`src/rtl/video_rx_pkg.sv`:
```
// Shared state encoding, default widths and timing-record layout for the
// video timing receiver.
package video_rx_pkg;

  typedef enum logic [1:0] {IDLE, ARMED, RUN} rx_state_t;

  localparam int DEF_CNT_BITS    = 12;
  localparam int DEF_SUM_BITS    = 32;
  localparam int DEF_LOCK_FRAMES = 2;

  // Timing record: six CNT_BITS fields, packed as [NUM_TIMING-1:0][CNT_BITS-1:0].
  localparam int NUM_TIMING = 6;
  localparam int T_HTOTAL   = 0;
  localparam int T_HACTIVE  = 1;
  localparam int T_HSYNC    = 2;
  localparam int T_VTOTAL   = 3;
  localparam int T_VACTIVE  = 4;
  localparam int T_VSYNC    = 5;

endpackage

```
`src/rtl/video_timing_rx_sat_counter.sv`:
```
// Saturating up-counter; a clear restarts the count and lets the current
// clock's increment land in the new interval.
module sat_counter
  import video_rx_pkg::*;
#(
  parameter int CNT_BITS = DEF_CNT_BITS
) (
  input  logic                clk,
  input  logic                resetn,
  input  logic                clr,
  input  logic                inc,
  output logic [CNT_BITS-1:0] value,
  output logic                sat
);

  assign sat = &value;

  always_ff @(posedge clk or negedge resetn) begin
    if (!resetn) begin
      value <= '0;
    end else if (clr) begin
      value <= CNT_BITS'(inc);
    end else if (inc && !sat) begin
      value <= value + CNT_BITS'(1);
    end
  end

endmodule

```
`src/rtl/video_timing_rx.sv`:
```
// Measures line/frame timing and a per-frame colour checksum of an incoming
// DE/HSYNC/VSYNC video stream and reports lock on repeated identical frames.
module video_timing_rx
  import video_rx_pkg::*;
#(
  parameter int CNT_BITS    = DEF_CNT_BITS,
  parameter int COLOR_BITS  = 36,
  parameter int SUM_BITS    = DEF_SUM_BITS,
  parameter int LOCK_FRAMES = DEF_LOCK_FRAMES
) (
  input  logic                  clk,
  input  logic                  resetn,
  input  logic                  video_de,
  input  logic                  video_hsyncn,
  input  logic                  video_vsyncn,
  input  logic [COLOR_BITS-1:0] video_color,
  output logic [CNT_BITS-1:0]   h_total,
  output logic [CNT_BITS-1:0]   h_active,
  output logic [CNT_BITS-1:0]   h_sync,
  output logic [CNT_BITS-1:0]   v_total,
  output logic [CNT_BITS-1:0]   v_active,
  output logic [CNT_BITS-1:0]   v_sync,
  output logic [SUM_BITS-1:0]   frame_sum,
  output logic                  meas_valid,
  output logic                  locked,
  output logic                  overflow,
  output logic [15:0]           frame_count
);

  localparam int ACC_BITS = (SUM_BITS > COLOR_BITS) ? SUM_BITS : COLOR_BITS;
  localparam int MC_BITS  = $clog2(LOCK_FRAMES + 1);

  typedef logic [NUM_TIMING-1:0][CNT_BITS-1:0] timing_t;

  function automatic logic [CNT_BITS-1:0] sat_inc(input logic [CNT_BITS-1:0] v,
                                                  input logic en);
    return (en && !(&v)) ? v + CNT_BITS'(1) : v;
  endfunction

  logic                  r_de, r_hsyncn, r_vsyncn, p_hsyncn, p_vsyncn;
  logic [COLOR_BITS-1:0] r_color;
  logic                  line_start, frame_start, line_de;
  logic [CNT_BITS-1:0]   hcnt, decnt, hscnt, vcnt, vacnt, vscnt;
  logic [5:0]            sat;
  logic [CNT_BITS-1:0]   lt_total, lt_active, lt_sync;
  timing_t               meas_nxt, pub;
  logic [SUM_BITS-1:0]   sum_acc, sum_nxt;
  logic [ACC_BITS-1:0]   sum_wide;
  logic                  ovf, ovf_now, publish, match;
  logic [MC_BITS-1:0]    matchcnt, mc_nxt;
  rx_state_t             state, state_nxt;

  always_ff @(posedge clk or negedge resetn) begin
    if (!resetn) begin
      r_de     <= 1'b0;
      r_hsyncn <= 1'b0;
      r_vsyncn <= 1'b0;
      p_hsyncn <= 1'b0;
      p_vsyncn <= 1'b0;
      r_color  <= '0;
    end else begin
      r_de     <= video_de;
      r_hsyncn <= video_hsyncn;
      r_vsyncn <= video_vsyncn;
      p_hsyncn <= r_hsyncn;
      p_vsyncn <= r_vsyncn;
      r_color  <= video_color;
    end
  end

  assign line_start  = !r_hsyncn && p_hsyncn;
  assign frame_start = !r_vsyncn && p_vsyncn;
  assign line_de     = |decnt;

  // Frame counters mask the coincident line start: it closes into the ending frame.
  sat_counter #(.CNT_BITS(CNT_BITS)) u_hcnt (.clk(clk), .resetn(resetn),
    .clr(line_start), .inc(!line_start), .value(hcnt), .sat(sat[0]));
  sat_counter #(.CNT_BITS(CNT_BITS)) u_decnt (.clk(clk), .resetn(resetn),
    .clr(line_start), .inc(r_de), .value(decnt), .sat(sat[1]));
  sat_counter #(.CNT_BITS(CNT_BITS)) u_hscnt (.clk(clk), .resetn(resetn),
    .clr(line_start), .inc(!r_hsyncn), .value(hscnt), .sat(sat[2]));
  sat_counter #(.CNT_BITS(CNT_BITS)) u_vcnt (.clk(clk), .resetn(resetn),
    .clr(frame_start), .inc(line_start && !frame_start), .value(vcnt), .sat(sat[3]));
  sat_counter #(.CNT_BITS(CNT_BITS)) u_vacnt (.clk(clk), .resetn(resetn),
    .clr(frame_start), .inc(line_start && line_de && !frame_start),
    .value(vacnt), .sat(sat[4]));
  sat_counter #(.CNT_BITS(CNT_BITS)) u_vscnt (.clk(clk), .resetn(resetn),
    .clr(frame_start), .inc(line_start && !r_vsyncn && !frame_start),
    .value(vscnt), .sat(sat[5]));

  always_comb begin
    meas_nxt            = '0;
    meas_nxt[T_HTOTAL]  = line_start ? sat_inc(hcnt, 1'b1) : lt_total;
    meas_nxt[T_HACTIVE] = (line_start && line_de) ? decnt : lt_active;
    meas_nxt[T_HSYNC]   = line_start ? hscnt : lt_sync;
    meas_nxt[T_VTOTAL]  = sat_inc(vcnt, line_start);
    meas_nxt[T_VACTIVE] = sat_inc(vacnt, line_start && line_de);
    meas_nxt[T_VSYNC]   = sat_inc(vscnt, line_start && !r_vsyncn);
  end

  assign sum_wide = ACC_BITS'(sum_acc) + ACC_BITS'(r_color);
  assign sum_nxt  = r_de ? sum_wide[SUM_BITS-1:0] : sum_acc;
  assign ovf_now  = ovf || (|sat);

  always_ff @(posedge clk or negedge resetn) begin
    if (!resetn) begin
      lt_total  <= '0;
      lt_active <= '0;
      lt_sync   <= '0;
      sum_acc   <= '0;
      ovf       <= 1'b0;
    end else begin
      lt_total  <= meas_nxt[T_HTOTAL];
      lt_active <= meas_nxt[T_HACTIVE];
      lt_sync   <= meas_nxt[T_HSYNC];
      sum_acc   <= frame_start ? '0 : sum_nxt;
      ovf       <= frame_start ? 1'b0 : ovf_now;
    end
  end

  always_ff @(posedge clk or negedge resetn) begin
    if (!resetn) state <= IDLE;
    else         state <= state_nxt;
  end

  always_comb begin
    state_nxt = state;
    publish   = 1'b0;
    case (state)
      IDLE:    if (frame_start) state_nxt = ARMED;
      ARMED:   if (frame_start) begin
                 publish   = 1'b1;
                 state_nxt = RUN;
               end
      RUN:     publish = frame_start;
      default: state_nxt = IDLE;
    endcase
  end

  // The first publish after IDLE has no valid previous set to compare against.
  assign match  = (state == RUN) && (meas_nxt == pub) && !ovf_now;
  assign mc_nxt = !match ? '0 :
                  (matchcnt == MC_BITS'(LOCK_FRAMES)) ? matchcnt : matchcnt + MC_BITS'(1);

  always_ff @(posedge clk or negedge resetn) begin
    if (!resetn) begin
      pub         <= '0;
      frame_sum   <= '0;
      meas_valid  <= 1'b0;
      overflow    <= 1'b0;
      frame_count <= '0;
      matchcnt    <= '0;
    end else begin
      meas_valid <= publish;
      if (publish) begin
        pub         <= meas_nxt;
        frame_sum   <= sum_nxt;
        overflow    <= ovf_now;
        frame_count <= frame_count + 16'd1;
        matchcnt    <= mc_nxt;
      end
    end
  end

  assign locked   = (matchcnt == MC_BITS'(LOCK_FRAMES));
  assign h_total  = pub[T_HTOTAL];
  assign h_active = pub[T_HACTIVE];
  assign h_sync   = pub[T_HSYNC];
  assign v_total  = pub[T_VTOTAL];
  assign v_active = pub[T_VACTIVE];
  assign v_sync   = pub[T_VSYNC];

endmodule

```
`config.mk`:
```
export PLATFORM = sky130hd
export DESIGN_NAME = video_timing_rx
export DESIGN_NICKNAME = d
export VERILOG_FILES = /design/src/rtl/video_rx_pkg.sv /design/src/rtl/video_timing_rx_sat_counter.sv /design/src/rtl/video_timing_rx.sv
export SDC_FILE = /design/constraint.sdc
export NUM_CORES = 1
export LEC_CHECK = 0
export ABC_AREA = 1
export BUFFER_PORTS_ARGS = -buffer_cell sky130_fd_sc_hd__buf_2
export CORE_UTILIZATION = 45
export DETAILED_ROUTE_END_ITERATION = 7
export GPL_TIMING_DRIVEN = 0
export MAX_ROUTING_LAYER = met4
export SLEW_MARGIN = 5
export SYNTH_ARGS = -nofsm -noshare
export SYNTH_HDL_FRONTEND = slang
export SYNTH_HIERARCHICAL = 1
export SYNTH_SLANG_ARGS = --single-unit
```
`constraint.sdc`:
```
create_clock -name clk -period 3.8 [get_ports clk]
set_input_delay 0 -clock clk [delete_from_list [all_inputs] [get_ports clk]]
set_output_delay 0 -clock clk [all_outputs]
set_load 0.01 [all_outputs]
```
Yosys cells after proc, flatten, opt, wreduce, memory -nomap -nowiden

Index checks and enable logic that the tools add are counted.

Output and inout port bits: 123
Flip-flop bits (word level): 304
Input bits: 41
Logic and storage cells: 122

Add/sub/neg operators: 9
Equality and inequality tests: 7
Bitwise operators: 1
Muxes and demuxes: 29
Reduce and logical (&&, ||, !) cells: 47

Operators with widths:

| kind                                                | count |
|---|---|
| two-way mux 12 bit                                  | 19 |
| adder 12 x 1 -> 12 bit, second input constant       | 6 |
| equality test 72 bit                                | 1 |
| AND reduction 12 bit                                | 6 |
| two-way mux 32 bit                                  | 2 |
| adder 32 bit                                        | 1 |
| logical AND 1 bit                                   | 18 |
| adder 16 x 1 -> 16 bit, second input constant       | 1 |
| nonzero test 2 bit                                  | 6 |
| OR reduction 12 bit                                 | 1 |
| zero test 1 bit                                     | 11 |
| two-way mux 2 bit                                   | 4 |
| inequality test 2 bit, second input constant        | 3 |
| case mux 2 bit (3 select lines)                     | 1 |
| OR reduction 6 bit                                  | 1 |
| equality test 2 bit, second input constant          | 2 |
| AND reduction 3 bit                                 | 1 |
| adder 2 x 1 -> 2 bit, second input constant         | 1 |
| equality test 2 x 1 -> 1 bit, second input constant | 1 |
| zero test 2 bit                                     | 1 |
| two-way mux 1 bit                                   | 2 |
| case mux 1 bit (2 select lines)                     | 1 |
| AND reduction 2 bit                                 | 1 |
| logical OR 1 bit                                    | 1 |
| NOT 1 bit                                           | 1 |

Depth between registers and ports, before layout

Gate-level depths: netlist of run 1.

Depth after elaboration: 10
Mapped depth: 22
Mapped depth without buffers: 22

Hierarchy

Netlist of run 1, hierarchy kept.

Modules (own cells, without submodules):

| module          | area each (um2) | instances | cells each | seq. area each (um2) |
|---|---|---|---|---|
| video_timing_rx | 13580.5         | 1         | 1835       | 5805.6 |
| sat_counter     | 782.0           | 6         | 102        | 300.3 |

Least setup slack after synthesis of run 1

Ideal clock, no wire load.

Path kind: reg-to-reg
Start: register r_color[0]
End: register frame_sum[20]
Data arrival time: 2.223 ns
Path slack: 1.444 ns
Setup time: 0.133 ns
Clock period less this slack: 2.356 ns
Stages on the path, launching flop included: 16
Path through: dfrtp_1 -> ha_1 -> fa_1 -> nand2_1 -> a21oi_1 -> nand3_1 -> nand2_1 -> a21o_1 -> a21boi_1 -> o21bai_1 -> nand2_1 -> nand2_1 -> xnor2_1 -> nand2_1 -> o21ai_0 -> o21ai_0

Cells in the longest elaborated chain, start to end: 2

Ends and longest elaborated chain:

| element                  | RTL line               | text |
|---|---|---|
| start: declaration       | video_timing_rx.sv:41  | `logic [COLOR_BITS-1:0] r_color;` |
| start signal: assignment | video_timing_rx.sv:67  | `r_color <= video_color;` |
| adder 32 bit             | video_timing_rx.sv:101 | `assign sum_wide = ACC_BITS'(sum_acc) + ACC_BITS'(r_color);` |
| two-way mux 32 bit       | video_timing_rx.sv:102 | `assign sum_nxt = r_de ? sum_wide[SUM_BITS-1:0] : sum_acc;` |
| end signal: assignment   | video_timing_rx.sv:157 | `frame_sum <= sum_nxt;` |
| end: declaration         | video_timing_rx.sv:23  | `output logic [SUM_BITS-1:0] frame_sum,` |

No other way between the ends.
A chain may end at the register's enable or synchronous reset.

Final worst setup path of run 1

Start: register u_hcnt.value[0]
End: register matchcnt[0]

Cells in the longest elaborated chain, start to end: 8
Elaborated cells on any way between the ends: 13
Classes of those cells: add/sub (1); eq/ne (2); mux (3); reduce/logical (7)

Ends and longest elaborated chain:

| element                         | RTL line                          | text |
|---|---|---|
| start: declaration              | video_timing_rx_sat_counter.sv:12 | `output logic [CNT_BITS-1:0] value,` |
| start signal: assignment        | video_timing_rx_sat_counter.sv:22 | `value <= CNT_BITS'(inc);` |
| start signal: assignment        | video_timing_rx_sat_counter.sv:24 | `value <= value + CNT_BITS'(1);` |
| AND reduction 12 bit *          | video_timing_rx_sat_counter.sv:16 | `assign sat = &value;` |
| net sat[0]                      | video_timing_rx.sv:44             | `logic [5:0] sat;` |
| two-way mux 12 bit              | video_timing_rx.sv:37             | `return (en && !(&v)) ? v + CNT_BITS'(1) : v;` |
| two-way mux 12 bit              | video_timing_rx.sv:93             | `meas_nxt[T_HTOTAL] = line_start ? sat_inc(hcnt, 1'b1) : lt_total;` |
| equality test 72 bit            | video_timing_rx.sv:141            | `assign match = (state == RUN) && (meas_nxt == pub) && !ovf_now;` |
| logical AND 1 bit               | video_timing_rx.sv:141            |  |
| logical AND 1 bit *             | video_timing_rx.sv:141            |  |
| inequality test 2 bit (no line) | n/a                               |  |
| AND reduction 2 bit (no line)   | n/a                               |  |
| end signal: assignment          | video_timing_rx.sv:160            | `matchcnt <= mc_nxt;` |
| end: declaration                | video_timing_rx.sv:50             | `logic [MC_BITS-1:0] matchcnt, mc_nxt;` |

The timed path passes the listed nets; every way through them passes the cells marked *.

==> results.ini, run 1 <==
[route]
vias = 16910
drt-initial-drc-count = 1109
ant_nets = 0
drc = 0
viasPerCell = 5.224
wl_um = 53180
firstDrtPassIters = 6
wire_per_inst_um = 16.43

[clocking]
cts_buffers = 36
cts_root_buffer = clkbuf_16
cts.sinks = 304
postCtsSetupRepairBufs = 0
cts_max_path_buffers = 3
insertion_delay_ns = 0.55
cts.reportedPaths.clkPinSlew_ns = 0.06
tritoncts = yes
htreeDepth = 2

[layout]
fillers = 3811
multiInputGateArea_sq_um = 9371
drive_above_1_share_pct = 12.66
post-route-util_pct = 53.68
syn2layout_area_growth_pct = 17.26
final_cells = 3237
nNetsFinal = 2772
layout.area.seq_sq_um = 7607

[synth]
synth_top_area_share_pct = 41.63
async_flop_share_pct = 100.0
syn_area_sq_um = 18270
synthesis.nets = 2535
ys_seq_elements = 304
yosysSeqAreaShare_pct = 41.63
yosysWarningCount = 6
syn_avg_cell_area_sq_um = 7.467
synth-edff-count = 0
synth_top_cell_by_area = dfrtp_1
synthTopCellsByArea = dfrtp_1 42%, nand2_1 15%, nand3_1 6.8%
synth_ff_type = dfrtp_1
yosysUniqueCellTypes = 54
netlist_instances = 2447

[power]
cellPowerDensity_nw_per_um2 = 602.9
p_leak_nw = 10.60
ir_worst_vdd_v = 0.0004179

[grt]
grt_max_degree = 114
grtUsageTotal_pct = 26.97
antenna_found_initial = 2
grt_overflow_total = 0
grt_pass1_wl_um = 85640
first_global_vias = 16190

[floorplanning]
initial_core_util_pct = 45.78
coreArea_sq_um = 39910
die_w_um = 203.5
fp.dieH_um = 203.5
dieArea_sq_um = 41420
rows = 73
io_pins = 164

[timing]
relSlewSlack_pct = 31.21
hold_viol_final = 0
fmax_mhz = 299.2
tns_ns = 0
finalHoldWorstSlack_ns = 0.02936
worstMarginPinSlew_ns = 1.022
drv_slew = 0
finClkSkew_ns = 0.01666
setup_violations = 0
rsz0062_at_grt = no
final.period_utilization_pct = 87.96
post-route-min-period_ns = 3.343

[setup_path]
critPathKind = flop to flop
critPathCaptureType = flop
cp_max_fo = 7
cp.arrival_ns = 3.83
start_kind = flop
cp.required_ns = 4.29

[hold_path]
hp-class = primary input to async pin

[placed_design]
dp_cells = 3134
portBuffers = 159
hpwlAfterDp_um = 39760
gp_congestion = 0.9255

[run_status]
outcome = complete, no violations

[run]
cap_violations = 0

sequential cells by signal, summed over array words and instances (netlist names), 12 cells and up:
name / cells
h_total: 12
lt_total: 12
u_vacnt/value: 12
u_vcnt/value: 12
h_sync: 12
frame_sum: 32
lt_active: 12
u_decnt/value: 12
u_vscnt/value: 12
u_hscnt/value: 12
frame_count: 16
v_active: 12
v_total: 12
h_active: 12
r_color: 32
lt_sync: 12
sum_acc: 32
v_sync: 12
u_hcnt/value: 12
area by class of cell:
| type | count | area share (%) |
|---|---|---|
| inverters | 233 | 4.082 |
| clock inverters | 11 | 0.6891 |
| repair buffers | 199 | 5.956 |
| well taps | 525 | 3.066 |
| diodes | 2 | 0.02336 |
| flip-flops and latches | 304 | 35.50 |
| multi-input cells | 1846 | 43.74 |
| clock buffers | 53 | 4.975 |
| plain buffers | 64 | 1.968 |
repair_timing:
action,4_1_cts,5_1_grt
hold buffers,37,0
setup endpoints to repair,0,1
hold endpoints to repair,148,0
gates resized for setup,0,1
layer usage:
| layer | vias up | global-route usage, % | part of all wire [%] |
|---|---|---|---|
| met5 | - | - | 0 |
| met4 | 0 | 8.485 | 2.7 |
| met3 | 92 | 3.771 | 5.4 |
| met2 | 476 | 41.11 | 45 |
| met1 | 7888 | 37.09 | 47 |
| li1 | 8455 | - | - |
critical path, stage by stage (launching register included):
cell	delay, ns
dfrtp_1	0.46
ha_1	0.28
nand2_2	0.11
nor2_1	0.10
nand4_1	0.10
inv_1	0.08
nor2_1	0.30
nand2_1	0.11
nor2_2	0.19
nand3_1	0.16
nor2_1	0.13
nand2_1	0.06
nor2_1	0.11
nand3_1	0.24
nor2_1	0.17
nand2_1	0.06
nor2_1	0.14
nand4_1	0.10
nor2_1	0.10
nand4_1	0.08
nand2_1	0.09
nand2_1	0.06
nand2_1	0.05
power breakdown:
| group | total [W] | switching (W) | internal [W] |
|---|---|---|---|
| clock | 0.00358 | 0.00142 | 0.00216 |
| sequential | 0.00456 | 0.000617 | 0.00395 |
| combinational | 0.00477 | 0.00303 | 0.00175 |
| total | 0.0129 | 0.00506 | 0.00785 |
Yosys cell counts (3+ instances only):
master    instances
a21o_1            7
a21oi_1          41
a31oi_1           4
and3_1            7
buf_1             4
buf_2             7
buf_6            21
clkbuf_1         30
clkinv_1          6
dfrtp_1         304
ha_1             46
inv_1           223
inv_2             4
nand2_1         747
nand2_2          13
nand2_4           6
nand3_1         250
nand3_2           5
nand3_4           7
nand3b_1         35
nand4_1          68
nor2_1          222
nor2_2           18
nor2_4           13
nor3_1           11
nor4_1            4
o211ai_1          3
o21ai_0         182
o21ai_1          13
o21ai_2           7
o21bai_1          4
or2_1             3
or2_2            16
xnor2_1          23
xor2_1           67
per-stage QoR:
| stage | power (W) | setup slack (ns) | area, sq um |
|---|---|---|---|
| floorplan | 0.007585 | 1.444 | 18270 |
| global placement | 0.009232 | -3.260 | 19730 |
| detailed placement | 0.009325 | 0.4460 | 19820 |
| CTS | 0.01300 | 0.4211 | 21420 |
| global route | 0.01384 | 0.1122 | 21430 |
| finish | 0.01292 | 0.4575 | 21430 |
placed cells by master, fill, tap and decap left out, types with 8 or more instances in the layout:
| master | count |
|---|---|
| buf_2 | 165 |
| nor2_1 | 221 |
| clkbuf_16 | 37 |
| clkbuf_8 | 8 |
| nand3_1 | 250 |
| nand2_1 | 747 |
| buf_6 | 21 |
| dfrtp_1 | 304 |
| o21ai_0 | 182 |
| ha_1 | 46 |
| nor3_1 | 11 |
| o21ai_1 | 13 |
| or2_2 | 16 |
| xnor2_1 | 23 |
| nand3b_1 | 35 |
| nor2_2 | 19 |
| clkbuf_1 | 38 |
| xor2_1 | 67 |
| dlygate4sd3_1 | 36 |
| inv_1 | 223 |
| a21oi_1 | 41 |
| nand4_1 | 68 |
| nand2_2 | 13 |
| nor2_4 | 13 |
cells by family after synthesis:
family          count (synthesis)  synth area share, %
fa+ha+maj                      47                3.259
simple gates                 1431                35.32
flops                         304                41.63
compound gates                274                8.080
buf+inv                       297                7.094
xor+xnor                       91                4.437
mux                             3               0.1780
path summary, 6_finish.rpt:
check                                               to                   startpoint  cells past startpoint  slack [ns]
setup reg to reg               matchcnt[0]$_DFFE_PN0P_  u_hcnt/value[0]$_DFFE_PN0P_                     22        0.46
hold / removal             u_hcnt/value[9]$_DFFE_PN0P_                       resetn                      3        0.03
max in group asynchronous  frame_count[14]$_DFFE_PN0P_                       resetn                      4        2.85
hold reg to reg                     p_vsyncn$_DFF_PN0_           r_vsyncn$_DFF_PN0_                      0        0.46
min in group clk                  r_color[5]$_DFF_PN0_               video_color[5]                      2        0.08
setup / recovery               matchcnt[0]$_DFFE_PN0P_  u_hcnt/value[0]$_DFFE_PN0P_                     22        0.46
Power figures use the tool's default switching activity.
==> run 2: changes to the inputs <==
Settings changed: CORE_ASPECT_RATIO from default to 1.2.
==> run 2 against run 1 <==
  * Critical path type unchanged
  * Global-route usage is essentially flat
  * Sequential cell count is the same
  * Count of clock-buffer cells in the layout shrank 1
  * Design area shrank 0.20%
  * Sequential share of layout area grew 0.073 points
  * Die area is essentially flat
  * Register-to-register slack gained 0.16 ns
  * Final cell count grew 0.19%
  * Sequential power is essentially flat
==> results.ini, run 2 (synthesis results as in run 1) <==
[run_status]
outcome = complete, no violations

[clocking]
cts.reportedPaths.clkPinSlew_ns = 0.06
cts_root_buffer = clkbuf_16
cts_max_path_buffers = 3
cts.sinks = 304
tritoncts = yes
cts_buffers = 36
htreeDepth = 2
insertion_delay_ns = 0.55
ctsResizeCount = 0

[setup_path]
crit_path_start = u_hcnt/value[0]$_DFFE_PN0P_
critPathKind = flop to flop
crit_top_cell = nor2_1
start_kind = flop
timing.rr.start = u_hcnt/value[0]$_DFFE_PN0P_
critPathCaptureType = flop
worst-path-buf-inv = 1
cp_max_fo = 7
cp.arrival_ns = 3.65
cp.required_ns = 4.27
cp_slowest_stage_delay_ns = 0.47
cp_top_family = simple AND/OR/NAND/NOR gates
timing.critical_path.cells = ha_1 > nand2_2 > nor2_1 > nand4_1 > inv_1 > nor2_1 > nand2_1 > nor2_1 > nand3_1 > nor2_1 > nand2_1 > nor2_1 > nand3_1 > nor2_1 > nand2_1 > nor2_1 > nand4_1 > nor2_1 > nand4_1 > nand2_1 > nand2_1 > nand2_1
crit_slowest_cell = dfrtp_1

[grt]
grt_pass1_wl_um = 84940
grtUsageTotal_pct = 26.94
first_global_vias = 16470
antenna_found_initial = 0
grt_max_degree = 108
grt_overflow_total = 0

[hold_path]
hp-class = primary input to async pin

[power]
p_int_w = 0.007717
p_seq_share_pct = 35.8
p_comb_share_pct = 37.2
p_leak_nw = 10.58
pwr-share-clk_pct = 27.0
swShare_pct = 39.63
switchingPower_w = 0.005065
cellPowerDensity_nw_per_um2 = 597.7
ir_worst_vdd_v = 0.0005128
p_total_w = 0.01278

[timing]
setup_ws_ns = 0.6194
drv_slew = 0
finClkSkew_ns = 0.01518
rsz0062_at_grt = no
post-route-min-period_ns = 3.181
worstMarginPinSlew_ns = 0.9419
fmax_mhz = 314.4
final.period_utilization_pct = 83.70
setup_violations = 0
relSlewSlack_pct = 37.21
hold_viol_final = 0

[route]
wl_um = 53120
vias = 17010
wire_per_inst_um = 16.38
drc = 0
ant_nets = 0
firstDrtPassIters = 5
viasPerCell = 5.246
drt-initial-drc-count = 1238

[placed_design]
portBuffers = 159
post-place-ws_ns = 0.5509
hpwlAfterDp_um = 40200
gp_congestion = 0.9378

[layout]
layout.area.seq_sq_um = 7607
syn2layout_area_growth_pct = 17.02
nNetsFinal = 2772
multiInputGateArea_sq_um = 9369
post-route-util_pct = 53.54
diodes = 0
drive_above_1_share_pct = 12.66
final_common_cell = nand2_1
fillers = 3899
top_regs = frame_sum x32, r_color x32, sum_acc x32
final_cell_mix = 747 x nand2_1, 304 x dfrtp_1, 250 x nand3_1

[floorplanning]
io_pins = 164
die_w_um = 186.0
dieArea_sq_um = 41420
rows = 80
coreArea_sq_um = 39940
initial_core_util_pct = 45.75
fp.dieH_um = 222.7

[run]
cap_violations = 0

-- run 2: changes by cell type in the layout (fill, tap and decap cells not counted), sizes merged --
cell         previous run  this run
bufinv                  3         1
clkinv                 10        12
diode                   2         0
buf                   197       196
clkbuf                 83        82
clkinvlp                1         2
dlygate4sd3            36        37
-- run 2: per-stage QoR --
step / instances / setup TNS (ns) / hold WS [ns] / area, sq um
5_1_grt: 3243 / 0 / 0.07848 / 21380
2_1_floorplan: 2447 / 0 / -0.2956 / 18270
3_5_place_dp: 3142 / 0 / -0.1527 / 19830
6_report: 3243 / 0 / 0.04206 / 21380
4_1_cts: 3243 / 0 / 0.06094 / 21380
3_3_place_gp: 3139 / -981.36 / 0.1073 / 19740
-- run 2: power by group through the flow --
stage,combinational (W),sequential (W),clock (W)
3_3_place_gp,0.00464,0.00460,0
3_5_place_dp,0.00471,0.00462,0
5_1_grt,0.00536,0.00467,0.00367
2_1_floorplan,0.00292,0.00467,0
4_1_cts,0.00476,0.00458,0.00354
6_report,0.00475,0.00458,0.00345
-- run 2: final timing paths --
check | to | depth (start not counted) | slack (ns)
hold reg to reg | p_hsyncn$_DFF_PN0_ | 0 | 0.45
setup / recovery | matchcnt[1]$_DFFE_PN0P_ | 22 | 0.62
setup reg to reg | matchcnt[1]$_DFFE_PN0P_ | 22 | 0.62
max in group asynchronous | v_active[4]$_DFFE_PN0P_ | 3 | 2.52
min in group clk | r_color[1]$_DFF_PN0_ | 2 | 0.09
hold / removal | u_hcnt/value[2]$_DFFE_PN0P_ | 3 | 0.04
-- run 2: cell type report --
type	instances	area share, %
clock buffers	52	4.962
well taps	533	3.119
clock inverters	12	0.5793
multi-input cells	1846	43.82
repair buffers	199	5.886
inverters	233	4.090
plain buffers	64	1.972
flip-flops and latches	304	35.58
-- run 2: worst min-delay path, stage by stage --
cell and delay (ns):
dlygate4sd3_1 0.57, buf_8 0.13, buf_16 0.29
-- run 2: repair_timing --
item,in CTS,in global routing
hold buffers,37,0
endpoints found under the hold margin,247,0
buffers inserted,0,0
-- run 2: layer usage --
metal  wire length, um  track usage [%]  up-vias
met1             22260            32.25     8032
met5                 0                -        -
met4              1879            9.995        0
li1                  -                -     8452
met3              2958            4.901      108
met2             26020            44.81      421
==> run 3: changes to the inputs <==
Settings changed: PLACE_DENSITY from default to 0.66.
Clock period 3.8 ns to 2.6 ns, I/O delays scaled along.
==> run 3 against run 2 <==
  * The flow now finishes with violations (negative setup slack)
  * Via count increased by 3.8%
  * Sequential power increased by 47%
  * Clock skew increased by 0.0026 ns
  * Design area increased by 5.8%
==> results.ini, run 3 (synthesis results as in run 1) <==
[layout]
nNetsFinal = 2843
diodes = 0
fillers = 3665
final_cell_mix = 721 x nand2_1, 273 x dfrtp_1, 242 x nand3_1
stdcell_area_sq_um = 22630
top_regs = frame_sum x32, r_color x32, sum_acc x32
final_common_cell = nand2_1
syn2layout_area_growth_pct = 23.84
drive_above_1_share_pct = 20.16

[setup_path]
crit_slowest_cell = dfrtp_2
start_kind = flop
ff2ff_path_depth = 18
crit_path_start = u_hcnt/value[0]$_DFFE_PN0P_
cp_slowest_stage_delay_ns = 0.43
worst-path-buf-inv = 1
r2r_setup_slack_ns = -0.12
cp_num_cells = 18
cp_max_fo = 7
critPathCaptureType = flop
critPathCapture = matchcnt[0]$_DFFE_PN0P_
r2r-end = matchcnt[0]$_DFFE_PN0P_
critPathKind = flop to flop
cp_top_family = simple AND/OR/NAND/NOR gates
crit_top_cell = nand2_1
cp.arrival_ns = 3.20
cp.required_ns = 3.08
timing.critical_path.cells = buf_12 > ha_2 > nand2_2 > nor2_4 > nand3_4 > o211ai_1 > nand2_1 > nand2_1 > nand2_1 > nor2_1 > nand2_1 > nor2_2 > nand2_1 > nor2_1 > nand4_1 > nor2_2 > nand4_1 > nand2_1
timing.rr.start = u_hcnt/value[0]$_DFFE_PN0P_

[run]
cap_violations = 0

[clocking]
insertion_delay_ns = 0.54
cts_buffers = 36
cts_root_buffer = clkbuf_16
cts_max_path_buffers = 3
htreeDepth = 2
cts.reportedPaths.clkPinSlew_ns = 0.05
tritoncts = yes
cts.sinks = 304

[timing]
rsz0062_at_grt = yes
relSlewSlack_pct = 45.79
hold_viol_final = 0
final.period_utilization_pct = 104.6
setup_ws_ns = -0.1200
finalHoldWorstSlack_ns = 0.04742
fmax_mhz = 367.6
drv_slew = 0
finClkSkew_ns = 0.01781
worstMarginPinSlew_ns = 0.8132
setup_violations = 2
post-route-min-period_ns = 2.720

[power]
p_leak_nw = 11.07
switchingPower_w = 0.007795
p_seq_share_pct = 34.3
cellPowerDensity_nw_per_um2 = 868.6
pwr-share-clk_pct = 26.3
swShare_pct = 39.66
p_total_w = 0.01966
ir_worst_vdd_v = 0.0006842
p_comb_share_pct = 39.5
p_int_w = 0.01186

[grt]
grt_overflow_total = 0
met3_usage_pct = 4.393
antenna_found_initial = 0
first_global_vias = 16860
grtUsageTotal_pct = 27.65
grt_max_degree = 95
grt_use_met1_pct = 32.88
grtUsageMet2_pct = 45.47
grt_pass1_wl_um = 87400
top_usage_layer = met2

[floorplanning]
dieArea_sq_um = 41420
fp.dieH_um = 222.7
die_w_um = 186.0
initial_core_util_pct = 45.75
io_pins = 164
coreArea_sq_um = 39940
rows = 80

[route]
firstDrtPassIters = 5
wl_um = 55500
drc = 0
wire_per_inst_um = 16.76
viasPerCell = 5.336
drt-initial-drc-count = 1130
vias = 17670
ant_nets = 0

[placed_design]
gp_congestion = 0.9207
place_area_sq_um = 19830
portBuffers = 159
hpwlAfterDp_um = 40160
post-place-ws_ns = -0.5226

[run_status]
violations = negative setup slack
outcome = complete, but fails checks

[hold_path]
hp-class = primary input to async pin

## run 3: per-layer routing
metal  up-vias  share of wire, %
met2       481                49
met1      8447                41
met4         0               4.7
met3       140               5.3
li1       8598                 -
met5         -                 0
## run 3: stage by stage
| step | std cells | util [%] | TNS [ns] |
|---|---|---|---|
| 6_report | 3311 | 56.66 | -0.2157 |
| 5_1_grt | 3311 | 56.66 | -0.7591 |
| 4_1_cts | 3285 | 55.39 | -0.1288 |
| 3_5_place_dp | 3142 | 49.65 | -9.595 |
| 3_3_place_gp | 3139 | 49.41 | -1333.38 |
| 2_1_floorplan | 2447 | - | 0 |
## run 3: tightest hold or removal path, delay by kind of cell
kind / cells / cell delay [ns]
buffers and inverters: 3 / 0.94
## run 3: layout make-up
| class | count | area (sq um) | share of cell area (%) |
|---|---|---|---|
| plain buffers | 64 | 454.2 | 2.007 |
| clock buffers | 48 | 1027 | 4.539 |
| well taps | 533 | 666.9 | 2.947 |
| clock inverters | 13 | 157.7 | 0.6967 |
| inverters | 233 | 877.1 | 3.876 |
| multi-input cells | 1846 | 9932 | 43.89 |
| flip-flops and latches | 304 | 7646 | 33.79 |
| repair buffers | 270 | 1868 | 8.255 |
## run 3: how the worst min path moves through the flow
stage | to | slack (ns) | start
after floorplan | frame_count[0]$_DFFE_PN0P_ | -0.30 | resetn
after global routing | u_hcnt/value[4]$_DFFE_PN0P_ | 0.08 | resetn
final | u_hcnt/value[7]$_DFFE_PN0P_ | 0.05 | resetn
after CTS | u_hcnt/value[7]$_DFFE_PN0P_ | 0.05 | resetn
after detailed placement | u_hcnt/value[7]$_DFFE_PN0P_ | -0.08 | resetn
after global placement | r_hsyncn$_DFF_PN0_ | 0.11 | video_hsyncn
## run 3: power by group through the flow
stage,Combinational (W),Sequential [W],Clock [W]
finish,0.00776,0.00674,0.00516
floorplan,0.00427,0.00682,0
detailed placement,0.00687,0.00678,0
global placement,0.00674,0.00674,0
global route,0.00863,0.00687,0.00545
CTS,0.00732,0.00672,0.00525
## run 3: timing repair
| item | in CTS | in global routing |
|---|---|---|
| resized for setup | 102 | 105 |
| buffers inserted | 45 | 27 |
| pin swaps | 35 | 40 |
| hold endpoints to repair | 259 | 0 |
| setup endpoints to repair | 94 | 81 |
| hold buffers | 37 | 0 |
